`src/rtl/ga_pkg.sv`:
```
// ============================================================================
// Module   : ga_pkg
// Purpose  : Shared types and default widths for the GA stop controller.
// Revision : 1.0
// ============================================================================
`default_nettype none

package ga_pkg;

    localparam int FITNESS_WIDTH_D = 27;
    localparam int CHROM_WIDTH_D   = 8;

    typedef enum logic [2:0] {
        SR_NONE   = 3'd0,
        SR_TARGET = 3'd1,
        SR_MAXGEN = 3'd2,
        SR_STALL  = 3'd3,
        SR_ABORT  = 3'd4
    } stop_reason_e;

    typedef enum logic [1:0] {
        ST_IDLE  = 2'd0,
        ST_CLEAR = 2'd1,
        ST_RUN   = 2'd2,
        ST_DONE  = 2'd3
    } ga_stop_state_e;

endpackage

`default_nettype wire

```
`src/rtl/ga_stop_ctrl_sat_counter.sv`:
```
// ============================================================================
// Module   : sat_counter
// Purpose  : Clearable up-counter that sticks at all ones; also exposes its
//            next value so callers can make decisions on post-update counts.
// Revision : 1.0
// ============================================================================
`default_nettype none

module sat_counter #(
    parameter int WIDTH = 8
) (
    input  logic             clk,
    input  logic             reset,
    input  logic             clr,
    input  logic             inc,
    output logic [WIDTH-1:0] count,
    output logic [WIDTH-1:0] count_next
);

    logic [WIDTH-1:0] count_q;
    logic [WIDTH-1:0] count_d;

    // Clear dominates increment.
    always_comb begin
        count_d = count_q;
        if (clr) begin
            count_d = '0;
        end else if (inc && (count_q != {WIDTH{1'b1}})) begin
            count_d = count_q + WIDTH'(1);
        end
    end

    always_ff @(posedge clk or negedge reset) begin
        if (!reset) begin
            count_q <= '0;
        end else begin
            count_q <= count_d;
        end
    end

    assign count      = count_q;
    assign count_next = count_d;

endmodule

`default_nettype wire

```
`src/rtl/ga_stop_ctrl.sv`:
```
// ============================================================================
// Module   : ga_stop_ctrl
// Purpose  : GA run supervisor: clears the best tracker, samples its result
//            each generation and decides termination. Option: GA_STOP_ABORT_EN.
// Revision : 1.0
// ============================================================================
`default_nettype none

module ga_stop_ctrl
    import ga_pkg::*;
#(
    parameter int FITNESS_WIDTH = FITNESS_WIDTH_D,
    parameter int CHROM_WIDTH   = CHROM_WIDTH_D,
    parameter int GEN_WIDTH     = 16,
    parameter int STALL_WIDTH   = 8
) (
    input  logic                     clk,
    input  logic                     reset,
    input  logic                     start,
`ifdef GA_STOP_ABORT_EN
    input  logic                     abort,
`endif
    input  logic                     gen_done,
    input  logic [FITNESS_WIDTH-1:0] best_fit,
    input  logic [CHROM_WIDTH-1:0]   best,
    input  logic [FITNESS_WIDTH-1:0] target_fit,
    input  logic [GEN_WIDTH-1:0]     max_gens,
    input  logic [STALL_WIDTH-1:0]   stall_limit,
    output logic                     clear_best,
    output logic                     running,
    output logic                     done,
    output logic [2:0]               stop_reason,
    output logic [GEN_WIDTH-1:0]     gen_count,
    output logic [STALL_WIDTH-1:0]   stall_count,
    output logic [FITNESS_WIDTH-1:0] result_fit,
    output logic [CHROM_WIDTH-1:0]   result_chrom
);

    ga_stop_state_e             state_q, state_d;
    stop_reason_e               reason_q, reason_d;
    logic                       clear_best_q, clear_best_d;
    logic                       running_q, running_d;
    logic                       done_q, done_d;
    logic [FITNESS_WIDTH-1:0]   result_fit_q, result_fit_d;
    logic [CHROM_WIDTH-1:0]     result_chrom_q, result_chrom_d;

    logic                       abort_req;
    logic                       in_clear;
    logic                       run_gen;
    logic                       improved;
    logic                       hit_target;
    logic                       hit_maxgen;
    logic                       hit_stall;
    logic [GEN_WIDTH-1:0]       gen_next;
    logic [STALL_WIDTH-1:0]     stall_next;

`ifdef GA_STOP_ABORT_EN
    assign abort_req = abort && (state_q == ST_RUN);
`else
    assign abort_req = 1'b0;
`endif

    // An aborted cycle must not count as a generation even if gen_done is set.
    assign in_clear   = (state_q == ST_CLEAR);
    assign run_gen    = (state_q == ST_RUN) && gen_done && !abort_req;
    assign improved   = (best_fit < result_fit_q);

    sat_counter #(
        .WIDTH      (GEN_WIDTH)
    ) u_gen_cnt (
        .clk        (clk),
        .reset      (reset),
        .clr        (in_clear),
        .inc        (run_gen),
        .count      (gen_count),
        .count_next (gen_next)
    );

    sat_counter #(
        .WIDTH      (STALL_WIDTH)
    ) u_stall_cnt (
        .clk        (clk),
        .reset      (reset),
        .clr        (in_clear || (run_gen && improved)),
        .inc        (run_gen && !improved),
        .count      (stall_count),
        .count_next (stall_next)
    );

    assign hit_target = (best_fit <= target_fit);
    assign hit_maxgen = (max_gens != '0) && (gen_next == max_gens);
    assign hit_stall  = (stall_limit != '0) && (stall_next >= stall_limit);

    always_comb begin
        state_d        = state_q;
        reason_d       = reason_q;
        result_fit_d   = result_fit_q;
        result_chrom_d = result_chrom_q;

        case (state_q)
            ST_IDLE: begin
                if (start) begin
                    state_d = ST_CLEAR;
                end
            end
            ST_CLEAR: begin
                state_d      = ST_RUN;
                reason_d     = SR_NONE;
                result_fit_d = {FITNESS_WIDTH{1'b1}};
            end
            ST_RUN: begin
                if (abort_req) begin
                    state_d  = ST_DONE;
                    reason_d = SR_ABORT;
                end else if (gen_done) begin
                    if (improved) begin
                        result_fit_d   = best_fit;
                        result_chrom_d = best;
                    end
                    if (hit_target) begin
                        state_d  = ST_DONE;
                        reason_d = SR_TARGET;
                    end else if (hit_maxgen) begin
                        state_d  = ST_DONE;
                        reason_d = SR_MAXGEN;
                    end else if (hit_stall) begin
                        state_d  = ST_DONE;
                        reason_d = SR_STALL;
                    end
                end
            end
            ST_DONE: begin
                if (start) begin
                    state_d = ST_CLEAR;
                end
            end
            default: begin
                state_d = ST_IDLE;
            end
        endcase

        // Status outputs are registered from the next state so they line up with it.
        clear_best_d = (state_d == ST_CLEAR);
        running_d    = (state_d == ST_RUN);
        done_d       = (state_d == ST_DONE);
    end

    always_ff @(posedge clk or negedge reset) begin
        if (!reset) begin
            state_q        <= ST_IDLE;
            reason_q       <= SR_NONE;
            clear_best_q   <= 1'b0;
            running_q      <= 1'b0;
            done_q         <= 1'b0;
            result_fit_q   <= {FITNESS_WIDTH{1'b1}};
            result_chrom_q <= '0;
        end else begin
            state_q        <= state_d;
            reason_q       <= reason_d;
            clear_best_q   <= clear_best_d;
            running_q      <= running_d;
            done_q         <= done_d;
            result_fit_q   <= result_fit_d;
            result_chrom_q <= result_chrom_d;
        end
    end

    assign clear_best   = clear_best_q;
    assign running      = running_q;
    assign done         = done_q;
    assign stop_reason  = reason_q;
    assign result_fit   = result_fit_q;
    assign result_chrom = result_chrom_q;

endmodule

`default_nettype wire

```
`config.mk`:
```
export PLATFORM = sky130hd
export DESIGN_NAME = ga_stop_ctrl
export DESIGN_NICKNAME = d
export VERILOG_FILES = /design/src/rtl/ga_pkg.sv /design/src/rtl/ga_stop_ctrl_sat_counter.sv /design/src/rtl/ga_stop_ctrl.sv
export SDC_FILE = /design/constraint.sdc
export NUM_CORES = 1
export LEC_CHECK = 0
export ABC_AREA = 0
export CAP_MARGIN = 20
export CORE_ASPECT_RATIO = 0.6
export CORE_UTILIZATION = 35
export DETAILED_ROUTE_END_ITERATION = 8
export GPL_ROUTABILITY_DRIVEN = 0
export PLACE_DENSITY_LB_ADDON = 0.15
export SKIP_CTS_REPAIR_TIMING = 1
export SLEW_MARGIN = 30
export SYNTH_ARGS = -nofsm -noshare
export SYNTH_HDL_FRONTEND = slang
export SYNTH_SLANG_ARGS = --single-unit
```
`constraint.sdc`:
```
create_clock -name clk -period 5.7 [get_ports clk]
set_clock_uncertainty 0.1 [all_clocks]
set_input_delay 0.855 -clock clk [delete_from_list [all_inputs] [get_ports clk]]
set_output_delay 0.855 -clock clk [all_outputs]
set_load 0.01 [all_outputs]
```
Word-level counts from Yosys, hierarchy flattened

Index checks and enable logic that the tools add are counted.

Output and inout bits: 65
Logic and storage cells: 61
Bits in registers: 67
Input port bits: 90

Eq/ne operators: 12
Magnitude comparators: 3
Reductions and logical operators: 17
Add/subtract/negate cells: 2
Multiplexer cells: 18

Operator list:

| kind                                          | number |
|---|---|
| 2-to-1 mux 27 bit                             | 2 |
| case mux 27 bit (2 select lines)              | 1 |
| 2-to-1 mux 16 bit                             | 2 |
| less-or-equal comparator 27 bit               | 1 |
| less-than comparator 27 bit                   | 1 |
| adder 16 x 1 -> 16 bit, second input constant | 1 |
| == test 16 bit                                | 1 |
| 2-to-1 mux 8 bit                              | 2 |
| != test 16 bit, second input constant         | 1 |
| nonzero test 16 bit                           | 1 |
| 2-to-1 mux 3 bit                              | 4 |
| 2-to-1 mux 2 bit                              | 5 |
| AND reduction 3 bit                           | 3 |
| adder 8 x 1 -> 8 bit, second input constant   | 1 |
| == test 2 bit, second input constant          | 4 |
| greater-or-equal comparator 8 bit             | 1 |
| != test 8 bit, second input constant          | 1 |
| nonzero test 8 bit                            | 1 |
| logical AND 1 bit                             | 7 |
| case mux 2 bit (3 select lines)               | 1 |
| case mux 3 bit (2 select lines)               | 1 |
| == test 2 x 1 -> 1 bit, second input constant | 2 |
| != test 2 bit, second input constant          | 2 |
| != test 4 bit, second input constant          | 1 |
| 5 further kinds                               | 5 |

Depth between registers and ports, before layout

Gate-level depths: netlist of run 1.

Depth in word-level cells: 14
Mapped depth: 22
Depth with buffers taken out: 21

Hierarchy

Synthesis of run 1 repeated with hierarchy kept, for this count alone.

Cell total of the unflattened synthesis: 531
Area total of the unflattened synthesis: 4987.3 um2

By module, submodules not included:

| module                     | times used | cells each | sequential area each (um2) | area an instance (um2) |
|---|---|---|---|---|
| ga_stop_ctrl               | 1          | 392        | 1084.8                     | 3599.7 |
| sat_counter at u_gen_cnt   | 1          | 94         | 400.4                      | 888.4 |
| sat_counter at u_stall_cnt | 1          | 45         | 200.2                      | 499.2 |

Least setup slack after synthesis of run 1

No wires, ideal clock.

Path kind: input to register
Start: input best_fit[20]
End: register done_q, in the netlist done
Slack: 0.759 ns
Path buffers: 1
Setup time: 0.133 ns
Arrival: 4.709 ns
Stages on the path: 21
Required time: 5.467 ns
Cell sequence: ha_1 -> a21o_1 -> a21o_1 -> a21o_1 -> a21o_1 -> a211o_1 -> a21oi_1 -> o21a_1 -> clkbuf_1 -> o21a_1 -> o21ai_0 -> ha_1 -> nand2b_1 -> a21o_1 -> a21o_1 -> a21oi_1 -> o21a_1 -> o21ai_0 -> or2_2 -> o31a_2 -> a21boi_1

Longest elaborated chain between the ends: 14
Elaborated cells on any way between the ends: 17
Those cells by class: 3 x order compare; 1 x eq/ne; 7 x mux; 6 x reduce/logical

Ends and longest elaborated chain:

| element                           | RTL line                       | text |
|---|---|---|
| start, declared                   | ga_stop_ctrl.sv:24             | `input logic [FITNESS_WIDTH-1:0] best_fit,` |
| less-than comparator 27 bit       | ga_stop_ctrl.sv:66             | `assign improved = (best_fit < result_fit_q);` |
| logical NOT 1 bit                 | ga_stop_ctrl.sv:85             | `.inc (run_gen && !improved),` |
| logical AND 1 bit                 | ga_stop_ctrl.sv:85             |  |
| logical AND 1 bit                 | ga_stop_ctrl_sat_counter.sv:28 | `end else if (inc && (count_q != {WIDTH{1'b1}})) begin` |
| 2-to-1 mux 8 bit                  | ga_stop_ctrl_sat_counter.sv:28 |  |
| 2-to-1 mux 8 bit                  | ga_stop_ctrl_sat_counter.sv:26 | `if (clr) begin` |
| greater-or-equal comparator 8 bit | ga_stop_ctrl.sv:92             | `assign hit_stall = (stall_limit != '0) && (stall_next >= stall_limit);` |
| logical AND 1 bit                 | ga_stop_ctrl.sv:92             |  |
| 2-to-1 mux 2 bit                  | ga_stop_ctrl.sv:126            | `end else if (hit_stall) begin` |
| 2-to-1 mux 2 bit                  | ga_stop_ctrl.sv:123            | `end else if (hit_maxgen) begin` |
| 2-to-1 mux 2 bit *                | ga_stop_ctrl.sv:120            | `if (hit_target) begin` |
| 2-to-1 mux 2 bit *                | ga_stop_ctrl.sv:115            | `end else if (gen_done) begin` |
| case mux 2 bit (3 select lines) * | ga_stop_ctrl.sv:100            | `case (state_q)` |
| via state_d[0]                    | ga_stop_ctrl.sv:39             | `ga_stop_state_e state_q, state_d;` |
| == test 2 bit *                   | ga_stop_ctrl.sv:145            | `done_d = (state_d == ST_DONE);` |
| via done_d                        | ga_stop_ctrl.sv:43             | `logic done_q, done_d;` |
| end signal, assigned              | ga_stop_ctrl.sv:162            | `done_q <= done_d;` |
| end, declared                     | ga_stop_ctrl.sv:43             |  |

The timed path passes the listed nets; every way through them passes the cells marked *.
A chain may end at the register's enable or synchronous reset.

Worst setup path in the final report of run 1

Start: input best_fit[17]
End: register done_q, in the netlist done

Longest elaborated chain between the ends: 14
Elaborated cells on any way between the ends: 17
Those cells by class: 3 x order compare; 1 x eq/ne; 7 x mux; 6 x reduce/logical

Ends and longest elaborated chain:

| element                             | RTL line                       | text |
|---|---|---|
| less-than comparator 27 bit *       | ga_stop_ctrl.sv:66             |  |
| logical NOT 1 bit                   | ga_stop_ctrl.sv:85             |  |
| logical AND 1 bit                   | ga_stop_ctrl.sv:85             |  |
| logical AND 1 bit                   | ga_stop_ctrl_sat_counter.sv:28 |  |
| 2-to-1 mux 8 bit                    | ga_stop_ctrl_sat_counter.sv:28 |  |
| 2-to-1 mux 8 bit *                  | ga_stop_ctrl_sat_counter.sv:26 |  |
| via stall_next[5]                   | ga_stop_ctrl.sv:55             | `logic [STALL_WIDTH-1:0] stall_next;` |
| greater-or-equal comparator 8 bit * | ga_stop_ctrl.sv:92             |  |
| logical AND 1 bit *                 | ga_stop_ctrl.sv:92             |  |
| 2-to-1 mux 2 bit *                  | ga_stop_ctrl.sv:126            |  |
| 2-to-1 mux 2 bit *                  | ga_stop_ctrl.sv:123            |  |
| 2-to-1 mux 2 bit *                  | ga_stop_ctrl.sv:120            |  |
| 2-to-1 mux 2 bit *                  | ga_stop_ctrl.sv:115            |  |
| case mux 2 bit (3 select lines) *   | ga_stop_ctrl.sv:100            |  |
| via state_d[0]                      | ga_stop_ctrl.sv:39             |  |
| == test 2 bit *                     | ga_stop_ctrl.sv:145            |  |
| via done_d                          | ga_stop_ctrl.sv:43             |  |

Marks and branches as above.

==> summary.txt, run 1 <==
status: complete, no violations
TNS Setup: 0 ns
Post-synth ARST share: 100%
largest cells by area after synthesis: dfrtp_1 (19%), ha_1 (16%), dfstp_2 (14%), inv_1 (5.2%), a31oi_1 (3.8%)
first-pass GRT wire length: 25200 µm
Mapped Cells: 585
NumNets Final: 889
Distinct cells, synth: 66
clock sink count: 66
H-tree Lvls: 3
critical path class: in -> reg
Die Ht: 96.1 µm
Worst Hold Class: reg -> reg
largest net degree at the start of global routing: 67
Post-Syn Nets: 741
share of the synthesized area in the top cell type: 18.9%
f_max: 189 MHz
CP Data Required Time: 5.79 ns
CTS tree: done
ant diodes: 0
Clock Path Buffers: 2
full die area: 0.0152 mm²
number of global-route vias before repair: 4834
routed len/inst: 17.0 µm
# rows: 33
CP peak stage delay: 0.53 ns
worst r2r src: result_fit[17]
period utilization: 92.7%
antenna violations before repair: 0
hold slack: 0.389 ns
CP endpoint kind: flip-flop
slowest CP cell: or4_1
CP max FO: 12
crit path buf inv count: 2
Layout area overhead: 39.7%
crit-path leading delay family: compound AO/OA/AOI/OAI gates
crit-path cells: clkdlybuf4s50_1 -> ha_1 -> nand4_1 -> or2_2 -> nor3_1 -> a21oi_1 -> buf_4 -> o21a_2 -> or4_1 -> a21oi_1 -> ha_1 -> a21o_1 -> a21oi_1 -> o21a_1 -> o21ai_0 -> or2_2 -> o31a_2 -> a21boi_1
TritonCTS Buffers: 9
worst rel slew slack: 52.5%
Seq/Total Area, Yosys: 32.7%
pwr/cell area: 366 mW/mm²
final slew viol count: 0
crit path launch type: input port
dpl hpwl: 12300 µm
Worst Min Path Start: result_fit[0]
FF-to-FF End: done
DRC violations left: 0
count leader, synth: inv_1
Initial Utilization: 36.9%
share of cells above drive strength 1: 9.89%
Critical Path AT: 5.37 ns
clock-pin transition on the worst setup and hold timing paths: 0.05 ns
CTS root buffer: clkbuf_16
Min-Delay Endpoint: result_fit[0]
vias after detailed routing: 5014
Max Cap Viol: 0
synthesis-stage register bit count: 66
Slew @ Worst Pin: 0.706 ns
count of non-filler cells in the finished layout: 930
Mapped Avg Cell Area: 8.82 µm²
largest area contributor in the netlist: dfrtp_1
unrepaired setup endpoints after global routing: no
R2R setup slack: 0.88 ns
cells on worst reg2reg path: 18
Post-synth top flop: dfrtp_1
post-layout min period: 5.29 ns
Worst setup startpoint: best_fit[17]
total power draw: 2.64 mW
number of synthesized flops with an enable pin: 0
Top cell by count, worst path: a21oi_1
Iteration-0 DRC Markers: 267
later-pin clock latency in the skew report: 0.32 ns
# IOs: 155
mapped cell area: 0.00516 mm²
Synth Warn #: 0
hold depth: 2
GR Util All Layers: 21.0%
First-pass DRT Iterations: 6
final setup fails: 0
antenna viol nets, final: 0
worst-case vdd ir drop: 0.209 mV
Core Util, Final: 51.5%
DRT Wirelength: 15800 µm
Port-buffer cells: 153
Hold Fails Final Rpt: 0
total grt overflow: 0
Synth top cells by count: inv_1 (71), ha_1 (66), nor2_1 (47)
vias per cell: 5.39
Leak: 3.39 nW
core area: 0.0140 mm²
Placed Instances: 914
Die X: 159 µm
cell families after synthesis:
family	synth area share (%)
other	0.0727
and+or+nand+nor	18.7
buffers and inverters	6.91
AOI/OAI and AO/OA	21.0
xor gates and xnor gates	1.87
adders and majority gates	16.0
muxes	2.74
DFF	32.7
stage by stage:
stage          instance area, µm²  worst slack [ns]
6_report                     7210             0.415
5_1_grt                      7210             0.117
4_1_cts                      7200             0.346
3_5_place_dp                 6890            0.0305
3_3_place_gp                 6890            0.0319
2_1_floorplan                5160             0.759
sequential cells by signal, summed over array words and instances (netlist names):
name	flops
running	1
result_fit	27
done	1
u_stall_cnt.count	8
stop_reason	2
u_gen_cnt.count	16
result_chrom	8
clear_best	1
state_q	2
layer usage:
metal  vias up  GRT usage (%)  share of wire (%)
li1       2454              -                  -
met1      2320           30.8                 49
met2       225           30.6                 41
met3        15           5.69                8.9
met4         0           4.21               0.89
met5         -              0                  0
worst max path at each step:
stage / endpoint / slack (ns) / cells past startpoint
2_1_floorplan: done / 0.76 / 21
3_3_place_gp: done / 0.03 / 21
3_5_place_dp: done / 0.03 / 21
4_1_cts: done / 0.35 / 21
5_1_grt: done / 0.12 / 21
6_report: done / 0.41 / 18
worst reg2reg max path: cells and delay by family, from the launching register on:
kind / cells / cell delay, ns
adder cells (fa/ha/maj): 2 / 0.56
AO/OA/AOI/OAI: 9 / 1.67
flip-flops: 1 / 0.52
buffers and inverters: 2 / 0.21
AND/OR/NAND/NOR: 5 / 1.60
report_power, final:
group	switching (mW)	internal, mW
sequential	0.0983	0.688
clock	0.200	0.374
combinational	0.659	0.620
area by class of cell:
cell class | count | area, µm²
Multi-Input combinational cell | 426 | 3130
Clock buffer | 14 | 274
Inverter | 71 | 267
Clock inverter | 2 | 35.0
Timing Repair Buffer | 159 | 1580
Sequential cell | 66 | 1690
Tap cell | 192 | 240
Fill cell | 1296 | 6790
cell usage in the layout, fill, tap and decap left out, types with 7 or more instances in the layout:
cell type and n:
nor3_1 12, nand2_1 23, dfstp_2 27, inv_1 71, o21ai_0 20, xnor2_1 9, clkbuf_16 9, a21oi_1 27
nor4_1 9, clkdlybuf4s50_1 152, dfrtp_1 39, or4_1 7, o31ai_1 7, nand4_1 28, ha_1 66, o21a_1 8
nor2_1 47, mux2_2 9, a31oi_1 31, a21o_1 23
Note: power is estimated with default switching activity, not from simulation.
==> run 2: changes to the inputs <==
- RECOVER_POWER: unset -> 100
==> summary.txt, run 2 (synthesis results as in run 1) <==
status: finished, violations left
failing checks: capacitance limit, slew limit
# IOs: 155 (unchanged)
max reg flops: 27 (unchanged)
Hold Fails Final Rpt: 0 (unchanged)
GR Util All Layers: 21.0% (unchanged)
total grt overflow: 0 (unchanged)
CP endpoint kind: flip-flop
pwr/cell area: 359 mW/mm² (-2.0%)
Die Ht: 96.1 µm (unchanged)
TNS Setup: 0 ns (unchanged)
full die area: 0.0152 mm² (unchanged)
H-tree Lvls: 3 (unchanged)
Core Util, Final: 51.2% (-0.25 points)
crit-path cells: clkdlybuf4s50_1 -> ha_1 -> nand4_1 -> or2_2 -> nor3_1 -> a21oi_1 -> clkbuf_1 -> o21a_2 -> or4_1 -> a21oi_1 -> ha_1 -> a21o_1 -> a21oi_1 -> o21a_1 -> o21ai_0 -> or2_2 -> o31a_2 -> a21boi_1
later-pin clock latency in the skew report: 0.32 ns (about the same)
NumNets Final: 889 (unchanged)
Top cell by count, worst path: a21oi_1
worst-case vdd ir drop: 0.197 mV (-5.5%)
vias per cell: 5.40 (about the same)
core area: 0.0140 mm² (unchanged)
share of cells above drive strength 1: 8.94% (-0.95 points)
Worst Min Path Start: result_fit[0]
Placed Instances: 914 (unchanged)
most frequent cells in the layout: clkdlybuf4s50_1 (87), inv_1 (71), ha_1 (66), dlygate4sd3_1 (65), nor2_1 (47)
# fillers: 1302 (+0.46%)
CP peak stage delay: 0.53 ns (about the same)
Layout area overhead: 39.0%
multi-input logic area: 0.00311 mm² (-0.56%)
final setup fails: 0 (unchanged)
TritonCTS Buffers: 9 (unchanged)
Final WS setup: 0.427 ns (+0.0118 ns)
CTS tree: done
Max Cap Viol: 1 (+1)
count of non-filler cells in the finished layout: 930 (unchanged)
dpl hpwl: 12300 µm (unchanged)
DRC violations left: 0 (unchanged)
Min-Delay Endpoint: result_fit[0]
antenna viol nets, final: 0 (unchanged)
critical path class: in -> reg
CTS root buffer: clkbuf_16
crit path launch type: input port
slowest CP cell: or4_1
Worst Hold Class: reg -> reg
Slew @ Worst Pin: 3.64 ns (+2.94 ns)
number of global-route vias before repair: 4834 (unchanged)
clock sink count: 66 (unchanged)
f_max: 190 MHz (+0.22%)
Port-buffer cells: 153 (unchanged)
Die X: 159 µm (unchanged)
Initial Utilization: 36.9% (unchanged)
routed len/inst: 16.9 µm (-0.51%)
# rows: 33 (unchanged)
largest net degree at the start of global routing: 67 (unchanged)
post-route cell area: 0.00717 mm² (-0.49%)
Placed Instance Area: 0.00689 mm² (unchanged)
First-pass DRT Iterations: 5 (-1)
period utilization: 92.5% (-0.21 points)
commonest non-fill, non-tap cell in the layout: clkdlybuf4s50_1
post-layout min period: 5.27 ns (-0.0118 ns)
register area: 0.00169 mm² (unchanged)
antenna violations before repair: 0 (unchanged)
ant diodes: 0 (unchanged)
FF-to-FF End: done
hold depth: 2 (unchanged)
Iteration-0 DRC Markers: 260 (-2.6%)
clock-pin transition on the worst setup and hold timing paths: 0.05 ns (about the same)
final slew viol count: 67 (+67)
Clock Path Buffers: 2 (unchanged)
first-pass GRT wire length: 25200 µm (unchanged)
R2R setup slack: 0.89 ns (about the same)
worst r2r src: result_fit[17]
unrepaired setup endpoints after global routing: no
CP Data Required Time: 5.79 ns (about the same)
Critical Path AT: 5.36 ns (about the same)
CP max FO: 12 (unchanged)
Leak: 3.43 nW (+1.1%)
DRT Wirelength: 15700 µm (-0.51%)
pre-CTS setup slack: 0.0305 ns (unchanged)
vias after detailed routing: 5018 (+0.080%)
worst rel slew slack: -143% (-200 points)
cells on worst reg2reg path: 18 (unchanged)
-- run 2: metrics by stage --
| stage | hold slack, ns | power [mW] |
|---|---|---|
| floorplan | 0.382 | 1.48 |
| finish | 0.387 | 2.57 |
| global placement | 0.371 | 2.04 |
| CTS | 0.392 | 2.67 |
| detailed placement | 0.384 | 2.07 |
| global route | 0.421 | 2.76 |
-- run 2: area by class of cell --
type | instances | area share [%]
well taps | 192 | 3.35
clock inverters | 2 | 0.488
clock buffers | 14 | 3.82
flip-flops and latches | 66 | 23.5
repair buffers | 159 | 21.7
multi-input cells | 426 | 43.4
inverters | 71 | 3.72
-- run 2: how the worst max path moves through the flow --
stage	endpoint	cells past startpoint	slack, ns	startpoint
global route	done	21	0.07	best_fit[16]
detailed placement	done	21	0.03	best_fit[16]
global placement	done	21	0.03	best_fit[16]
floorplan	done	21	0.76	best_fit[20]
finish	done	18	0.43	best_fit[17]
CTS	done	21	0.35	best_fit[16]
-- run 2: critical path: cells and delay by family --
kind                       cells  cell delay, ns
AOI/OAI and AO/OA              9            1.68
adders and majority gates      2            0.60
buffers and inverters          2            0.61
and+or+nand+nor                5            1.59
-- run 2: routing by layer --
metal	track usage (%)	routed length, µm	vias to the layer above
met3	5.69	1250	19
met2	30.6	6440	217
li1	-	-	2446
met4	4.21	145	0
met1	30.8	7890	2336
met5	0	0	-
-- run 2: where the power goes --
group,total (mW),leakage (nW),switching [mW],internal [mW]
Sequential,0.779,0.804,0.0914,0.688
Combinational,1.22,2.47,0.656,0.561
Clock,0.577,0.153,0.202,0.374
==> run 3: changes to the inputs <==
- CTS_CLUSTER_DIAMETER: unset -> 30
==> results of run 3 <==
Final layout, timing and power as in run 2 (identical DEF).
